--- config.mk ---
export PLATFORM = sky130hd
export DESIGN_NAME = memoria_port_arbiter
export DESIGN_NICKNAME = d
export VERILOG_FILES = /design/src/rtl/memoria_port_arbiter.sv
export SDC_FILE = /design/constraint.sdc
export NUM_CORES = 1
export LEC_CHECK = 0
export BUFFER_PORTS_ARGS = -buffer_cell sky130_fd_sc_hd__buf_2
export CELL_PAD_IN_SITES_DETAIL_PLACEMENT = 1
export CELL_PAD_IN_SITES_GLOBAL_PLACEMENT = 2
export CORE_ASPECT_RATIO = 0.6
export CORE_MARGIN = 4
export CORE_UTILIZATION = 25
export CTS_BUF_LIST = sky130_fd_sc_hd__clkbuf_8
export CTS_CLUSTER_DIAMETER = 120
export DETAILED_ROUTE_END_ITERATION = 8
export PLACE_DENSITY = 0.9
export SLEW_MARGIN = 20
export SYNTH_ARGS = -nofsm -noshare
export SYNTH_HDL_FRONTEND = slang
export SYNTH_SLANG_ARGS = --single-unit
--- constraint.sdc ---
create_clock -name clk -period 2.21 [get_ports clk]
set_clock_uncertainty 0.1 [all_clocks]
set_input_delay 0.442 -clock clk [delete_from_list [all_inputs] [get_ports clk]]
set_output_delay 0.442 -clock clk [all_outputs]
set_load 0.005 [all_outputs]
--- src/rtl/memoria_port_arbiter.sv ---
// Round-robin arbiter that shares RAM port A among N_REQ requesters.
// It registers the winning request onto the RAM port and steers the
// synchronous read data back to the requester that issued the read.
module memoria_port_arbiter #(
    parameter int unsigned N_REQ  = 4,
    parameter int unsigned DATA_W = 8,
    parameter int unsigned ADDR_W = 6
) (
    input  logic                     clk,
    input  logic                     rst_n,
    input  logic                     en,
    input  logic [N_REQ-1:0]         req,
    input  logic [N_REQ-1:0]         req_we,
    input  logic [N_REQ*ADDR_W-1:0]  req_addr,
    input  logic [N_REQ*DATA_W-1:0]  req_wdata,
    output logic [N_REQ-1:0]         gnt,
    output logic [N_REQ-1:0]         rd_valid,
    output logic [DATA_W-1:0]        rd_data,
    output logic [ADDR_W-1:0]        mem_addr,
    output logic [DATA_W-1:0]        mem_wdata,
    output logic                     mem_we,
    input  logic [DATA_W-1:0]        mem_q
);

    localparam int unsigned PTR_W = (N_REQ > 1) ? $clog2(N_REQ) : 1;

    // Round-robin pointer: first requester index searched this cycle
    logic [PTR_W-1:0]  rr_ptr;

    // Combinational winner selection
    logic              win_found;
    logic [PTR_W-1:0]  win_idx;
    logic [PTR_W-1:0]  cand;
    logic [N_REQ-1:0]  win_onehot;
    logic [PTR_W-1:0]  next_ptr;
    logic              grant_now;

    // Read-return tag: {valid, requester} of the grant issued on the last edge
    logic              tag_valid;
    logic [PTR_W-1:0]  tag_idx;
    logic [N_REQ-1:0]  tag_onehot;

    // Search req from rr_ptr upward with wrap; first set bit wins
    always_comb begin
        win_found = 1'b0;
        win_idx   = '0;
        cand      = '0;
        for (int unsigned k = 0; k < N_REQ; k++) begin
            cand = PTR_W'((32'(rr_ptr) + k) % N_REQ);
            if (!win_found && req[cand]) begin
                win_found = 1'b1;
                win_idx   = cand;
            end
        end
    end

    // Decode winner to one-hot and compute the pointer that follows it
    always_comb begin
        win_onehot          = '0;
        win_onehot[win_idx] = 1'b1;
        if (win_idx == PTR_W'(N_REQ - 1)) begin
            next_ptr = '0;
        end else begin
            next_ptr = win_idx + 1'b1;
        end
    end

    assign grant_now = en && win_found;

    // Grant register: drive the RAM port and record the read tag on each grant
    always_ff @(posedge clk or negedge rst_n) begin
        if (!rst_n) begin
            gnt       <= '0;
            mem_addr  <= '0;
            mem_wdata <= '0;
            mem_we    <= 1'b0;
            rr_ptr    <= '0;
            tag_valid <= 1'b0;
            tag_idx   <= '0;
        end else if (grant_now) begin
            gnt       <= win_onehot;
            mem_addr  <= req_addr[win_idx*ADDR_W +: ADDR_W];
            mem_wdata <= req_wdata[win_idx*DATA_W +: DATA_W];
            mem_we    <= req_we[win_idx];
            rr_ptr    <= next_ptr;
            tag_valid <= ~req_we[win_idx];
            tag_idx   <= win_idx;
        end else begin
            // Address and write data hold; only the strobes drop
            gnt       <= '0;
            mem_we    <= 1'b0;
            tag_valid <= 1'b0;
        end
    end

    // Decode the stored tag to the requester it belongs to
    always_comb begin
        tag_onehot          = '0;
        tag_onehot[tag_idx] = 1'b1;
    end

    // Read-return strobe: lines up with mem_q, one cycle after the grant
    always_ff @(posedge clk or negedge rst_n) begin
        if (!rst_n) begin
            rd_valid <= '0;
        end else if (tag_valid) begin
            rd_valid <= tag_onehot;
        end else begin
            rd_valid <= '0;
        end
    end

    assign rd_data = mem_q;

endmodule

* Word level (Yosys, flattened, before mapping)
Index checks and enable logic that the tools add are counted.
Storage, ports and cells: bits in registers 28, bits in latches 0, RAM bits 0, memory bits (read-only) 0, input bits 75, output and inout port bits 31, word-level logic and storage cells 61, memories 0
Operators by class: add/sub/neg operators 4, multipliers 1, div/mod/pow operators 0, magnitude comparators 8, eq/ne operators 1, shifts and indexed selects 2, multiplexer cells 27, bitwise logic cells 1, reduce and logical (&&, ||, !) cells 9
Operators with widths (count):
- $shiftx A32 B6 Y8 | 1
- $shiftx A24 B6 Y6 | 1
- $lt A2 B3 Y1 const B | 6
- $mux W1 | 13
- $bmux W1 S2 | 5
- $mux W2 | 5
- $mux W4 | 2
- $logic_and A1 B1 Y1 | 6
- $add A2 B1 Y2 const B | 2
- $add A2 B2 Y2 const B | 2
- $demux W1 S2 | 2
- $ge A2 B1 Y1 const B | 2
- $mul A2 B2 Y4 const B | 1
- $logic_not A1 Y1 | 3
- $eq A2 B2 Y1 const B | 1
- $not A1 Y1 | 1

* Depth between registers and ports, before layout
Gate-level depths: netlist of the first run.
depth in word-level cells 17, depth in mapped cells 9, gate-level depth less buffers 6

* Worst setup path after synthesis of the first run
Ideal clock, no wire load.
path type input-to-reg, from input port req[3], to register mem_wdata[0], library setup time 0.126 ns, data arrival time 1.835 ns, setup slack 0.149 ns, cell stages on the path 8, path buffers 2, cell sequence buf_4 > mux2i_1 > o2bb2ai_2 > nor2_4 > inv_2 > buf_6 > mux2_4 > a221o_1
On the way: longest elaborated chain between the ends 13
Ends and longest elaborated chain:
- from (decl) | line 12 | input logic [N_REQ-1:0] req,
- $bmux W1 S2 | line 50 | if (!win_found && req[cand]) begin
- $mux W1 (implied by the code) | line 50
- $mux W1 | line 50
- $logic_not A1 Y1 | line 50
- $logic_and A1 B1 Y1 | line 50
- $mux W1 | line 50
- $logic_not A1 Y1 | line 50
- $logic_and A1 B1 Y1 | line 50
- $mux W1 | line 50
- $logic_not A1 Y1 | line 50
- $logic_and A1 B1 Y1 | line 50
- $mux W2 (*) | line 50
- net win_idx[0] | line 32 | logic [PTR_W-1:0] win_idx;
- $shiftx A32 B6 Y8 (*) | line 83 | mem_wdata <= req_wdata[win_idx*DATA_W +: DATA_W];
- to (signal assigned) | line 83
- to (decl) | line 20 | output logic [DATA_W-1:0] mem_wdata,
The timed path passes the listed nets; every way through them passes the cells marked *. The select of a mux whose other input is x is not followed. A chain may end at the register's enable or synchronous reset.

* Worst setup path after layout of the first run
from register rr_ptr[1], to register mem_addr[4]
On the way: longest elaborated chain between the ends 14
Ends and longest elaborated chain:
- from (decl) | line 28 | logic [PTR_W-1:0] rr_ptr;
- from (signal assigned) | line 85 | rr_ptr <= next_ptr;
- branches (longest 11 deep; another with $add A2 B1 Y2)
- $mux W2 (*) | line 50
- net win_idx[0] | line 32
- $mul A2 B2 Y4 (*) | line 82 | mem_addr <= req_addr[win_idx*ADDR_W +: ADDR_W];
- $shiftx A24 B6 Y6 (*) | line 82
- to (signal assigned) | line 82
- to (decl) | line 19 | output logic [ADDR_W-1:0] mem_addr,
Mark *: on every way through the listed nets, which the timed path passes. The select of a mux whose other input is x is not followed.

==> flow_metrics.tcl, run 1 <==
set metrics [dict create \
    path_max_fanout 12 \
    setup_viol 0 \
    post_drt_wl_per_cell_um 17.0 \
    synth_flop_cell "dfrtp_1" \
    synth_common_cells "28 x dfrtp_1, 14 x nand3_1, 12 x nor2_1, 12 x o21ai_0, 11 x a21oi_1" \
    wl_um 5920 \
    synth.largest_area_cell "dfrtp_1" \
    die_h_um 72.7 \
    drc 0 \
    power.density_nw_per_um2 868 \
    period_share_pct 96.3 \
    drt_iter0_drc 30 \
    antenna_found_initial 0 \
    fillCellCount 808 \
    grt_use_total_pct 14.4 \
    core_area_um2 6730 \
    cts.path.max_buffers 2 \
    finalMaxSlewViolations 0 \
    insertion_delay_ps 270 \
    crit_path_end_kind "register" \
    fin_ws_ps 81.6 \
    vias 1713 \
    synth.most_common_cell "dfrtp_1" \
    num_rows 23 \
    layout.nets 343 \
    numCtsBuffers 3 \
    worstPathArrival_ps 2170 \
    die-area_um2 8420 \
    min_path_type "input port to async pin" \
    irDropWorstVdd_v 0.000253 \
    via_per_inst 4.91 \
    status "finished clean" \
    ys_seq_area_share_pct 40.2 \
    cts_tree "done" \
    cp.required_ps 2260 \
    grt_pass1_vias 1874 \
    overflow 0 \
    root_buffer "clkbuf_8" \
    ys_seq_elements 28 \
    clock_sinks 28 \
    start_util_pct 25.9 \
    synth_edf_count 0 \
    syn_avg_cell_area_um2 10.1 \
    fp.dieW_um 116 \
    grt_max_degree 29 \
    worstSetupPathType "register to register" \
    holdWs_ps 86.6 \
    syn_area_um2 1740 \
    synth_top_cell_area_share_pct 40.2 \
    maxCapViolations 0 \
    p_total_mw 2.05 \
    worstMarginPinSlew_ps 636 \
    n_antenna_cell 0 \
    pre_cts_ws_ps -36.3 \
    post_cts_buffers 0 \
    h-tree-depth 1 \
    cts.clk_slew.worst_paths_ps 90 \
    portBuffers 89 \
    pin_count 106 \
    fmax_mhz 470 \
    drive_gt1_share_pct 48.1 \
    start_kind "register" \
    grt_pass1_wl_um 9450 \
    dp_hpwl_um 4760 \
    hold_viol 0 \
    gp_congestion 0.800 \
    synth_fp_nets 251 \
    p_leak_nw 1.21 \
    yosys_warnings 0 \
    slew_headroom_pct 57.6 \
    synth_cell_types 37 \
    fin_crit_ps 2130 \
    area_growth_pct 35.3 \
    synthCells 172 \
    dr.pass1.iters 4 \
    final_cell_area_um2 2360 \
    netlist_top_cells_area "dfrtp_1 40%, mux2_4 6.0%, a221o_1 5.2%" \
    antenna_left 0 \
    dpl_cell_area_um2 2300 \
    synthArstFlopShare_pct 100 \
]
[layer usage]
metal | vias to the layer above | global-route usage, % | share of wire (%)
li1 | 811 | - | -
met1 | 828 | 19.4 | 46
met2 | 64 | 23.1 | 44
met3 | 10 | 5.05 | 8.7
met4 | 0 | 2.06 | 0.61
met5 | - | 0 | 0
[through the flow]
stage / std cells / utilization (%) / setup TNS [ps]
global route: 349 / 35.0 / -46.4
CTS: 349 / 34.9 / 0
finish: 349 / 35.0 / 0
floorplan: 172 / - / 0
detailed placement: 346 / 34.2 / -89.0
global placement: 346 / 34.2 / 0
[layout by cell type, fill, tap and decap left out, drive strengths merged, types with 2 or more instances in the layout]
cell type and instances:
a211oi 10, a21o 2, a21oi 12, a221o 9, and2 4, and3 7
and3b 2, buf 104, clkbuf 3, dfrtp 28, ha 4, inv 3
mux2 9, mux2i 6, nand2 7, nand3 14, nor2 13, o21ai 13
[state kept, by name (all words and copies together) (netlist names)]
register	count
mem_wdata	8
mem_addr	6
gnt	4
rd_valid	4
rr_ptr	2
tag_idx	2
mem_we	1
tag_valid	1
[worst max-delay path, cell delays in order (launching register included)]
cell,delay [ps]
dfrtp_2,470
mux2i_1,340
o2bb2ai_2,180
nor2_4,70
inv_4,170
mux2_2,350
a221o_1,320
[power breakdown]
part           internal [mW]  switching [mW]
logic                  0.503           0.492
registers              0.667           0.120
clock network          0.122           0.143
[cells by family (layout without fill, tap and decap cells)]
kind of cell	after synthesis	in the layout	share of synthesized area (%)
buffers and inverters	20	110	7.39
AOI/OAI and AO/OA	53	53	22.7
DFF	28	28	40.2
muxes	15	15	10.8
and+or+nand+nor	52	52	16.1
adders and majority gates	4	4	2.87
[cell type report]
type	count	area (um2)	share of cell area, %
Clock buffer	3	41.3	1.75
Timing Repair Buffer	104	571	24.2
Inverter	3	13.8	0.584
Multi-Input combinational cell	124	922	39.1
Tap cell	87	109	4.62
Sequential cell	28	702	29.8
[final timing paths]
kind | startpoint | to | slack (ps) | depth (start not counted)
worst max-delay path | rr_ptr[1] | mem_addr[4] | 80 | 6
worst min-delay path | rst_n | tag_idx[0] | 90 | 1
worst max register to register | rr_ptr[1] | mem_addr[4] | 80 | 6
worst min register to register | tag_idx[1] | rd_valid[0] | 410 | 1
max in group asynchronous | rst_n | rr_ptr[1] | 1480 | 1
min in group clk | req_wdata[12] | mem_wdata[4] | 410 | 3
[repair_timing]
action	4_1_cts	5_1_grt
gates cloned	0	0
setup endpoints to repair	2	8
pin swaps	0	0
hold buffers	0	0
gates resized for setup	1	3
Power figures use the tool's default switching activity.
==> run 2: changes to the inputs <==
--- a/config.mk
+++ b/config.mk
@@ -15,6 +15,7 @@
 export CTS_CLUSTER_DIAMETER = 120
 export DETAILED_ROUTE_END_ITERATION = 8
 export PLACE_DENSITY = 0.9
+export REMOVE_ABC_BUFFERS = 1
 export SLEW_MARGIN = 20
 export SYNTH_ARGS = -nofsm -noshare
 export SYNTH_HDL_FRONTEND = slang
==> flow_metrics.tcl, run 2 (same netlist as run 1, synthesis figures left out) <==
set metrics [dict create \
    status "finished clean" \
    die-area_um2 8420 \
    largestRegisters "mem_wdata: 8 flops, mem_addr: 6 flops" \
    layout.nets 348 \
    top_usage_layer "met2" \
    pin_count 106 \
    drive_gt1_share_pct 49.6 \
    num_rows 23 \
    via_per_inst 4.92 \
    worstSetupPathType "register to register" \
    cts.clk_slew.worst_paths_ps 100 \
    p_leak_nw 1.25 \
    grt_pass1_vias 1910 \
    holdBufCountCts 0 \
    grt_max_degree 29 \
    fmax_mhz 482 \
    dpl_cell_area_um2 2350 \
    start_util_pct 25.9 \
    path_max_fanout 8 \
    grt_use_total_pct 14.5 \
    antenna_left 0 \
    cts_tree "done" \
    fin_cells 355 \
    place_inst 351 \
    hold_viol 0 \
    root_buffer "clkbuf_8" \
    overflow 0 \
    worstMarginPinSlew_ps 634 \
    drc 0 \
    die_h_um 72.7 \
    fp.dieW_um 116 \
    cp.required_ps 2270 \
    clock_sinks 28 \
    period_share_pct 93.8 \
    dp_hpwl_um 4880 \
    grtUsageMet3_pct 5.55 \
    irDropWorstVdd_v 0.000352 \
    numCtsBuffers 3 \
    grt_use_met1_pct 18.9 \
    rsz0062_at_grt "no" \
    core_area_um2 6730 \
    grt.met2_usage_pct 23.7 \
    worstPathArrival_ps 2130 \
    maxCapViolations 0 \
    fin_crit_ps 2070 \
    portBuffers 89 \
    antenna_found_initial 0 \
    setup_viol 0 \
    cts.path.max_buffers 2 \
    gp_congestion 0.753 \
    dr.pass1.iters 4 \
    post_drt_wl_per_cell_um 17.1 \
    h-tree-depth 1 \
    layout_commonest_cell "buf_2" \
    layout_common_cells "89 x buf_2, 27 x dfrtp_1, 19 x buf_4" \
    area_growth_pct 39.1 \
    drt_iter0_drc 72 \
    largest_reg_flops 8 \
    grt_pass1_wl_um 9560 \
    slew_headroom_pct 57.7 \
    crit_path_end_kind "register" \
    fillCellCount 820 \
    power.density_nw_per_um2 890 \
    regMostFlops "mem_wdata" \
    vias 1747 \
    n_antenna_cell 0 \
    final_cell_area_um2 2420 \
    insertion_delay_ps 280 \
    wl_um 6060 \
    finalMaxSlewViolations 0 \
    start_kind "register" \
    min_path_type "input port to async pin" \
]
## run 2: stage by stage
step / hold WS [ps] / total power, mW / TNS (ps) / setup WS [ps] / utilization, %
2_1_floorplan: 46.4 / 1.30 / -34.7 / -17.4 / -
3_3_place_gp: 389 / 1.81 / 0 / 68.0 / 34.9
3_5_place_dp: 401 / 1.84 / 0 / 18.0 / 34.9
4_1_cts: 94.6 / 2.18 / 0 / 52.3 / 35.8
5_1_grt: 130 / 2.32 / 0 / 62.8 / 36.0
6_report: 75.6 / 2.16 / 0 / 137 / 36.0
## run 2: final timing paths
path | startpoint | end | depth (start not counted) | slack (ps)
max in group asynchronous | rst_n | rr_ptr[1] | 1 | 1490
setup / recovery | rr_ptr[1] | mem_addr[0] | 7 | 140
hold reg to reg | tag_idx[1] | rd_valid[0] | 1 | 410
setup reg to reg | rr_ptr[1] | mem_addr[0] | 7 | 140
min in group clk | req_wdata[11] | mem_wdata[3] | 3 | 390
hold / removal | rst_n | gnt[3] | 1 | 80
## run 2: layout make-up
| type | count | area [um2] | area share (%) |
|---|---|---|---|
| multi-input combinational | 124 | 936 | 38.6 |
| sequential | 28 | 702 | 29.0 |
| inverter | 3 | 13.8 | 0.568 |
| tap | 87 | 109 | 4.49 |
| clock buffer | 4 | 55.1 | 2.27 |
| timing repair buffer | 109 | 608 | 25.1 |
## run 2: layer usage
metal	vias up	routed length, um	share of wire, %
met5	-	0	0
met3	4	518	8.6
li1	825	-	-
met2	75	2750	45
met4	0	32	0.53
met1	843	2760	46
## run 2: timing repair
action                                  4_1_cts  5_1_grt
setup buffers                                 0        0
gates resized for setup                       1        4
endpoints found under the setup margin        1        9
## run 2: worst max-delay path: stages (launching register included)
cell and delay [ps]:
dfrtp_2 460, mux2i_2 280, o2bb2ai_2 170, nor2_4 70, inv_4 110, buf_4 150, mux2_4 300, a221o_1 310
## run 2: power by group
group / switching, mW / internal (mW) / total, mW
registers: 0.113 / 0.667 / 0.780
logic: 0.516 / 0.541 / 1.06
clock network: 0.161 / 0.160 / 0.321
total: 0.790 / 1.37 / 2.16
